==> config.mk <==
export PLATFORM = sky130hd
export DESIGN_NAME = seq_div_flat
export DESIGN_NICKNAME = d
export VERILOG_FILES = /design/src/rtl/seq_div_if.sv /design/src/rtl/seq_div.sv /design/src/flat_wrapper.sv
export SDC_FILE = /design/constraint.sdc
export NUM_CORES = 1
export LEC_CHECK = 0
export CORE_ASPECT_RATIO = 1.1
export CORE_MARGIN = 2
export CORE_UTILIZATION = 26
export CTS_BUF_LIST = sky130_fd_sc_hd__clkbuf_8 sky130_fd_sc_hd__clkbuf_16
export DETAILED_ROUTE_END_ITERATION = 16
export SYNTH_ARGS = -nofsm -noshare
export SYNTH_HDL_FRONTEND = slang
export SYNTH_SLANG_ARGS = --single-unit
==> constraint.sdc <==
create_clock -name clk -period 3.1 [get_ports clk]
set_input_delay 0.62 -clock clk [delete_from_list [all_inputs] [get_ports clk]]
set_output_delay 0.62 -clock clk [all_outputs]
set_load 0.03 [all_outputs]
==> src/rtl/seq_div_if.sv <==
// Handshake/result bundle between the HI/LO controller (master) and seq_div (slave).
interface seq_div_if #(
    parameter int DATA_WIDTH = 32
);
    logic                    start;
    logic [DATA_WIDTH-1:0]   a;
    logic [DATA_WIDTH-1:0]   b;
    logic                    signed_op;
    logic                    busy;
    logic                    done;
    logic                    dbz;
    logic [2*DATA_WIDTH-1:0] y;

    modport master (output start, a, b, signed_op, input busy, done, dbz, y);
    modport slave  (input start, a, b, signed_op, output busy, done, dbz, y);
endinterface

==> src/rtl/seq_div.sv <==
// Multi-cycle restoring divider, one quotient bit per cycle; y = {remainder, quotient} for HI/LO.
// Optional signed support is compiled in when DIV_SIGNED_EN is defined.
module seq_div #(
    parameter int DATA_WIDTH = 32
) (
    input logic   clk,
    input logic   rst,
    seq_div_if.slave bus
);
    localparam int W  = DATA_WIDTH;
    localparam int CW = $clog2(W + 1);

    typedef enum logic [1:0] {IDLE, RUN, DONE} state_t;
    state_t state, state_n;

    logic [W-1:0]   rem, quo, dvs;
    logic [CW-1:0]  cnt;
    logic [2*W-1:0] y_q;
    logic           dbz_q;
    logic           accept, last;
    logic [W:0]     shifted;
    logic [W-1:0]   diff, rem_n, quo_n, rem_fix, quo_fix;
    logic [W-1:0]   a_mag, b_mag;
    logic           ge;

    assign accept = bus.start && (state != RUN);
    assign last   = (state == RUN) && (cnt == CW'(1));

    // Restoring step: shift in the next dividend bit, keep the difference only if it fits.
    assign shifted = {rem, quo[W-1]};
    assign ge      = shifted >= {1'b0, dvs};
    assign diff    = shifted[W-1:0] - dvs;
    assign rem_n   = ge ? diff : shifted[W-1:0];
    assign quo_n   = {quo[W-2:0], ge};

`ifdef DIV_SIGNED_EN
    logic a_neg, b_neg, neg_q, neg_r;
    assign a_neg   = bus.signed_op & bus.a[W-1];
    assign b_neg   = bus.signed_op & bus.b[W-1];
    assign a_mag   = a_neg ? -bus.a : bus.a;
    assign b_mag   = b_neg ? -bus.b : bus.b;
    // Min/-1 falls out naturally: magnitude quotient 2^(W-1), no negation.
    assign quo_fix = neg_q ? -quo_n : quo_n;
    assign rem_fix = neg_r ? -rem_n : rem_n;
`else
    logic signed_unused;
    assign signed_unused = bus.signed_op;
    assign a_mag   = bus.a;
    assign b_mag   = bus.b;
    assign quo_fix = quo_n;
    assign rem_fix = rem_n;
`endif

    always_ff @(posedge clk) begin
        if (rst) state <= IDLE;
        else     state <= state_n;
    end

    always_comb begin
        state_n = state;
        case (state)
            IDLE, DONE: begin
                if (bus.start)          state_n = (bus.b == '0) ? DONE : RUN;
                else if (state == DONE) state_n = IDLE;
            end
            RUN:     if (cnt == CW'(1)) state_n = DONE;
            default: state_n = IDLE;
        endcase
    end

    always_ff @(posedge clk) begin
        if (rst) begin
            rem   <= '0;
            quo   <= '0;
            dvs   <= '0;
            cnt   <= '0;
            y_q   <= '0;
            dbz_q <= 1'b0;
`ifdef DIV_SIGNED_EN
            neg_q <= 1'b0;
            neg_r <= 1'b0;
`endif
        end else if (accept) begin
            if (bus.b == '0) begin
                y_q   <= {bus.a, {W{1'b1}}};
                dbz_q <= 1'b1;
            end else begin
                rem <= '0;
                quo <= a_mag;
                dvs <= b_mag;
                cnt <= CW'(W);
`ifdef DIV_SIGNED_EN
                neg_q <= a_neg ^ b_neg;
                neg_r <= a_neg;
`endif
            end
        end else if (state == RUN) begin
            rem <= rem_n;
            quo <= quo_n;
            cnt <= cnt - CW'(1);
            if (last) begin
                y_q   <= {rem_fix, quo_fix};
                dbz_q <= 1'b0;
            end
        end
    end

    assign bus.busy = (state == RUN);
    assign bus.done = (state == DONE);
    assign bus.y    = y_q;
    assign bus.dbz  = dbz_q;
endmodule

==> src/flat_wrapper.sv <==
// flat-port wrapper written by rule: the top's interface ports become plain ports
module seq_div_flat 
#(
    parameter int DATA_WIDTH = 32
)
  (clk, rst, bus_start, bus_a, bus_b, bus_signed_op, bus_busy, bus_done, bus_dbz, bus_y);
  seq_div_if #(.DATA_WIDTH(DATA_WIDTH)) bus_i ();
  input logic clk;
  input logic rst;
  input wire logic [$bits(bus_i.start)-1:0] bus_start;
  input wire logic [$bits(bus_i.a)-1:0] bus_a;
  input wire logic [$bits(bus_i.b)-1:0] bus_b;
  input wire logic [$bits(bus_i.signed_op)-1:0] bus_signed_op;
  output wire logic [$bits(bus_i.busy)-1:0] bus_busy;
  output wire logic [$bits(bus_i.done)-1:0] bus_done;
  output wire logic [$bits(bus_i.dbz)-1:0] bus_dbz;
  output wire logic [$bits(bus_i.y)-1:0] bus_y;
  assign bus_i.start = bus_start;
  assign bus_i.a = bus_a;
  assign bus_i.b = bus_b;
  assign bus_i.signed_op = bus_signed_op;
  assign bus_busy = bus_i.busy;
  assign bus_done = bus_i.done;
  assign bus_dbz = bus_i.dbz;
  assign bus_y = bus_i.y;
  seq_div #(.DATA_WIDTH(DATA_WIDTH)) u_core (.clk(clk), .rst(rst), .bus(bus_i));
endmodule
; Yosys cells after proc, flatten, opt, wreduce, memory -nomap -nowiden
; Index checks and enable logic that the tools add are counted.
; W data, S select, Z words.
[op_classes]
n_bitwise = 1
shifts = 0
mux = 23
n_eq_ne = 8
mul = 0
div = 0
magnitude_cmp = 1
n_reduce_logical = 11
addsub = 2
[op_table]
columns = cell, n
row1 = $mux W64, 4
row2 = $mux W32, 7
row3 = $ge A33 B32 Y1, 1
row4 = $logic_not A32 Y1, 1
row5 = $sub A32 B32 Y32, 1
row6 = $mux W6, 3
row7 = $mux W2, 4
row8 = $eq A6 B1 Y1 const B, 1
row9 = $reduce_and A2 Y1, 3
row10 = $sub A6 B1 Y6 const B, 1
row11 = $mux W1, 4
row12 = $ne A2 B1 Y1 const B, 2
row13 = $ne A2 B2 Y1 const B, 2
row14 = $pmux W2 S2, 1
row15 = $reduce_bool A2 Y1, 2
row16 = $ne A3 B3 Y1 const B, 1
row17 = $reduce_and A3 Y1, 1
row18 = $eq A2 B1 Y1 const B, 1
row19 = $eq A2 B2 Y1 const B, 1
row20 = $logic_and A1 B1 Y1, 2
row21 = $logic_not A2 Y1, 1
row22 = $reduce_or A2 Y1, 1
row23 = $not A1 Y1, 1
[totals]
out_inout_bits = 67
latchBits = 0
in_bits = 68
reg_bits = 169
word_cells = 53
ram_bits = 0
romBits = 0
memories = 0

; Longest topological paths before layout
[depth]
word_depth = 5
ltp_mapped = 14
ltp_nobuf = 13

; Least setup slack after synthesis
; Ideal clock, no wire load.
[synth_timing]
kind = reg-to-reg
startpoint = reg u_core.quo[31]
endpoint = reg u_core.y_q[52], in the netlist u_core.bus.y[52]
setup_slack_ns = 0.253
arrival_ns = 2.788
stages_incl_launch_ff = 14
path_buffers = 0
setup_time_ns = 0.059
required_time_ns = 3.041
synth_period_minus_slack_ns = 2.847
path_cell_list = dfxtp_1 inv_1 ha_1 inv_1 fa_1 a21oi_1 o211ai_2 a221oi_1 o211ai_1 a31oi_1 xnor2_1 mux2i_1 a2111oi_1 a31o_1
[synth_via]
elab_chain_cells = 5
word_cells_on_any_way = 6
classes_between = add/sub (1) / order compare (1) / mux (4)
[synth_lines]
columns = element, line_no
row1 = "start, declared", seq_div.sv:16  ; logic [W-1:0] rem, quo, dvs;
row2 = "start signal, assigned", seq_div.sv:89  ; quo <= a_mag;
row3 = "start signal, assigned", seq_div.sv:99  ; quo <= quo_n;
row4 = $sub A32 B32 Y32 / $ge A33 B32 Y1 (equally long branches), "seq_div.sv:32, seq_div.sv:31"
row5 = $mux W32 *, seq_div.sv:33  ; assign rem_n = ge ? diff : shifted[W-1:0];
row6 = $mux W64 *, seq_div.sv:101  ; if (last) begin
row7 = $mux W64 *, seq_div.sv:97  ; end else if (state == RUN) begin
row8 = $mux W64 *, seq_div.sv:83  ; end else if (accept) begin
row9 = "end signal, assigned", seq_div.sv:85  ; y_q <= {bus.a, {W{1'b1}}};
row10 = "end signal, assigned", seq_div.sv:102  ; y_q <= {rem_fix, quo_fix};
row11 = "end, declared", seq_div.sv:18  ; logic [2*W-1:0] y_q;
; Every way passes the cells marked *; elsewhere a longest branch is shown, timed or not. The select of a mux whose other input is x is not followed.
; A chain may end at the register's enable or synchronous reset.

; Final worst setup path
[layout_timing]
startpoint = reg u_core.dvs[1]
endpoint = reg u_core.y_q[44], in the netlist u_core.bus.y[44]
[layout_via]
elab_chain_cells = 5
word_cells_on_any_way = 6
classes_between = add/sub (1) / order compare (1) / mux (4)
[layout_lines]
columns = element, line_no
row1 = "start, declared", seq_div.sv:16
row2 = "start signal, assigned", seq_div.sv:90  ; dvs <= b_mag;
row3 = $sub A32 B32 Y32 / $ge A33 B32 Y1 (equally long branches), "seq_div.sv:32, seq_div.sv:31"
row4 = $mux W32 *, seq_div.sv:33
row5 = $mux W64 *, seq_div.sv:101
row6 = $mux W64 *, seq_div.sv:97
row7 = $mux W64 *, seq_div.sv:83
; Marks and branches as above.

==> impl_metrics.csv <==
group,metric,value,unit
grt,antenna_found_initial,0,
synth,postSynthCellCount,1069,
worst_setup_path,critPathRequiredTime,3420,ps
worst_setup_path,cp_cell_sequence,"inv_1 > ha_1 > nor2b_1 > o31a_1 > a21o_1 > o21ai_4 > a31oi_4 > a21o_1 > buf_12 > buf_12 > mux2i_1 > a211oi_1 > a31o_1",
grt,grt_usage,0.1537,
worst_setup_path,max_stage_delay,330,ps
worst_setup_path,end_kind,"flip-flop",
grt,grt_pass1_vias,7848,
synth,ys_ff_latch,169,
routing,route.detailed.drc,0,
synth,synth-seq-area-share,0.3835,
worst_setup_path,reg2reg_from,"u_core.dvs[1]$_SDFFE_PP0P_",
layout,final_area,11910,um^2
worst_hold_path,hp-class,"flip-flop to flip-flop",
placement,dp.cells,1639,
routing,drtIter0Drc,627,
run_status,status,"completed",
floorplan,io_pins,135,
worst_setup_path,crit_family,"compound AO/OA/AOI/OAI gates",
worst_setup_path,path_class,"flip-flop to flip-flop",
layout,drive_above_1_share,0.1622,
worst_setup_path,cp_slowest_cell,"dfxtp_1",
placement,hpwl,20520,um
pwr,vdd_drop_max,0.0006299,V
layout,layout.nets,1330,
timing,rsz0062_at_grt,"yes",
clocking,htree_levels,4,
worst_hold_path,whs_endpoint,"u_core.dvs[6]$_SDFFE_PP0P_",
floorplan,core,33370,um^2
placement,place_congestion,0.8843,
timing,slew_headroom,0.5917,
floorplan,num_rows,70,
timing,tightest_slew,612.5,ps
timing,layout_setup_ws,112.3,ps
timing,setup_viol,0,
routing,firstDrtPassIters,5,
clocking,clk_path_buf_depth,2,
pwr,powerDensity,1216,nW/um^2
timing,fmax,334.7,MHz
grt,grt_pass1_wl,43560,um
grt,gr-total-overflow,0,
clocking,cts_tree,"built",
worst_setup_path,arrival,3310,ps
timing,whs,454.1,ps
floorplan,fp.dieW,179.6,um
clocking,root_buffer,"clkbuf_16",
placement,dpl_cell_area,11080,um^2
placement,place_ws,-67.33,ps
timing,fin_crit_sh,0.9638,
timing,skew,13.11,ps
routing,wl_per_cell,16.49,um
worst_setup_path,r2r-end,"u_core.bus.y[44]$_SDFFE_PP0P_",
routing,totalWireLength,27560,um
synth,syn_nets,1172,
worst_hold_path,min-delay-start,"u_core.dvs[6]$_SDFFE_PP0P_",
clocking,clkLatencyLatePin,440,ps
layout,finalNonFillerCells,1671,
clocking,postCtsHoldBufs,0,
worst_setup_path,reg2reg_slack,110,ps
timing,slew_violations,0,
pwr,cellLeakagePower,4.528,nW
routing,postRouteAntennaNets,0,
synth,ys_warn_count,0,
synth,async_reset_ff_frac,0,
synth,ys.flop_type,"dfxtp_1",
floorplan,fp.dieH,197.2,um
grt,grt_max_degree,88,
clocking,clock_sinks,169,
worst_setup_path,crit_fanout,12,
worst_setup_path,crit_buf_inv,3,
synth,synth_edf_count,0,
floorplan,start_util,0.2643,
run,cap_violations,0,
placement,io_buffers,133,
synth,netlist_area,8821,um^2
floorplan,dieArea,35420,um^2
timing,hold_viol_final,0,
clocking,path_clk_slew,70,ps
worst_setup_path,reg2reg_depth,13,
worst_setup_path,startpoint_type,"flip-flop",
layout,syn2layout_area_growth,34.96,%
worst_hold_path,min_path_cells,2,
layout,diodes,0,
routing,via_count,8323,
layout,final_util,0.3568,
clocking,numCtsBuffers,17,
synth,avgSynthCellArea,8.252,um^2
synth,ys_types,71,
timing,fin_crit,2988,ps
routing,vias_per_cell,4.981,
[where the power goes]
part | total (mW) | leakage [nW] | switching [mW] | internal, mW
clock | 2.44 | 0.321 | 0.922 | 1.52
sequential | 2.69 | 1.38 | 0.239 | 2.46
combinational | 9.34 | 2.83 | 4.90 | 4.44
[Yosys cell counts, drive strengths merged (3+ instances only)]
library cell,number,share of area
a2111oi,3,0.0033
a211oi,20,0.018
a21o,11,0.0094
a21oi,88,0.050
a221oi,3,0.0030
a22oi,4,0.0034
a2bb2oi,4,0.0040
a311oi,37,0.037
a31o,14,0.014
a31oi,9,0.0081
and3,6,0.0043
buf,23,0.018
clkbuf,59,0.025
dfxtp,169,0.38
ha,34,0.048
inv,44,0.019
mux2,7,0.0094
mux2i,21,0.024
nand2,173,0.074
nand3,16,0.0091
nand4,8,0.0057
nor2,121,0.051
nor2b,4,0.0028
nor3,14,0.0079
nor4,14,0.011
o211ai,11,0.0099
o21a,6,0.0051
o21ai,27,0.016
o21bai,9,0.0077
o221a,31,0.040
o2bb2a,13,0.015
o31ai,6,0.0051
or3,3,0.0021
xnor2,18,0.018
xor2,12,0.012
[metrics by stage]
stage	TNS [ps]	total power, mW
floorplan	0	8.638
global placement	-162.8	11.35
global route	-381.2	15.39
CTS	0	13.94
detailed placement	-404.4	11.39
finish	0	14.47
[timing repair]
| action | CTS | global route |
|---|---|---|
| buffers inserted | 0 | 1 |
| resized for setup | 3 | 27 |
| endpoints found under the setup margin | 5 | 35 |
| pin swaps | 0 | 13 |
[cells in the final DEF (no fill, tap or decap), drive strengths merged, types with 6 or more instances in the layout]
cell | synthesis | routed
dfxtp | 169 | 169
inv | 44 | 48
nor3 | 14 | 14
o21bai | 9 | 9
a21oi | 88 | 88
nand3 | 16 | 16
o221a | 31 | 31
mux2i | 21 | 21
clkbuf | 59 | 17
o31ai | 6 | 6
nand4 | 8 | 8
ha | 34 | 34
nand2 | 173 | 173
bufinv | 0 | 6
a31oi | 9 | 9
xnor2 | 18 | 18
mux2 | 7 | 7
nor2 | 121 | 121
xor2 | 12 | 12
o211ai | 11 | 11
o21a | 6 | 6
and3 | 6 | 6
a21o | 11 | 11
a311oi | 37 | 37
nor4 | 14 | 14
a211oi | 20 | 20
o21ai | 27 | 27
a31o | 14 | 14
buf | 23 | 89
clkdlybuf4s50 | 0 | 132
o2bb2a | 13 | 13
[sequential cells by signal, summed over array words and instances, names as in the netlist]
signal and flops:
u_core.state 2, u_core.bus.dbz 1, u_core.quo 32, u_core.dvs 32
u_core.rem 32, u_core.bus.y 64, u_core.cnt 6
[worst max path at each step]
stage	from	slack [ps]	depth (start not counted)	endpoint
after floorplan	u_core.quo[31]$_SDFFE_PP0P_	250	13	u_core.bus.y[52]$_SDFFE_PP0P_
after global placement	bus_b[31]	-50	12	u_core.bus.y[34]$_SDFFE_PP0P_
after detailed placement	bus_b[31]	-70	14	u_core.bus.y[35]$_SDFFE_PP0P_
after CTS	u_core.dvs[0]$_SDFFE_PP0P_	20	13	u_core.bus.y[52]$_SDFFE_PP0P_
after global routing	u_core.dvs[7]$_SDFFE_PP0P_	-80	14	u_core.rem[19]$_SDFFE_PP0P_
final	u_core.dvs[1]$_SDFFE_PP0P_	110	13	u_core.bus.y[44]$_SDFFE_PP0P_
[layer usage]
layer | share of wire | wire, um | vias to the layer above | GRT usage
met5 | 0 | 0 | - | 0
met2 | 0.44 | 12190 | 241 | 0.2368
met4 | 0.012 | 342 | 0 | 0.04456
met3 | 0.054 | 1497 | 23 | 0.03300
li1 | - | - | 4170 | -
met1 | 0.49 | 13530 | 3889 | 0.2153
[tightest hold or removal path, cell delays in order (launching register included)]
cell	delay [ps]
dfxtp_1	310
nand2_1	50
a21oi_1	50
[cells by family (layout without fill, tap and decap cells)]
group | after synthesis | after routing | synth area share
flip-flops | 169 | 169 | 0.3835
adder cells (fa/ha/maj) | 35 | 35 | 0.05050
AO/OA/AOI/OAI | 311 | 311 | 0.2624
multiplexers | 28 | 28 | 0.03319
XOR/XNOR | 30 | 30 | 0.02979
AND/OR/NAND/NOR | 370 | 370 | 0.1783
buffers and inverters | 126 | 296 | 0.06227
[final cells by class]
class / count / area, um^2
Inverter: 44 / 165.2
Fill cell: 3459 / 21460
Clock buffer: 17 / 425.4
Timing Repair Buffer: 221 / 2090
Multi-Input combinational cell: 774 / 5056
Tap cell: 432 / 540.5
Clock inverter: 14 / 244.0
Sequential cell: 169 / 3385
Power figures use the tool's default switching activity.
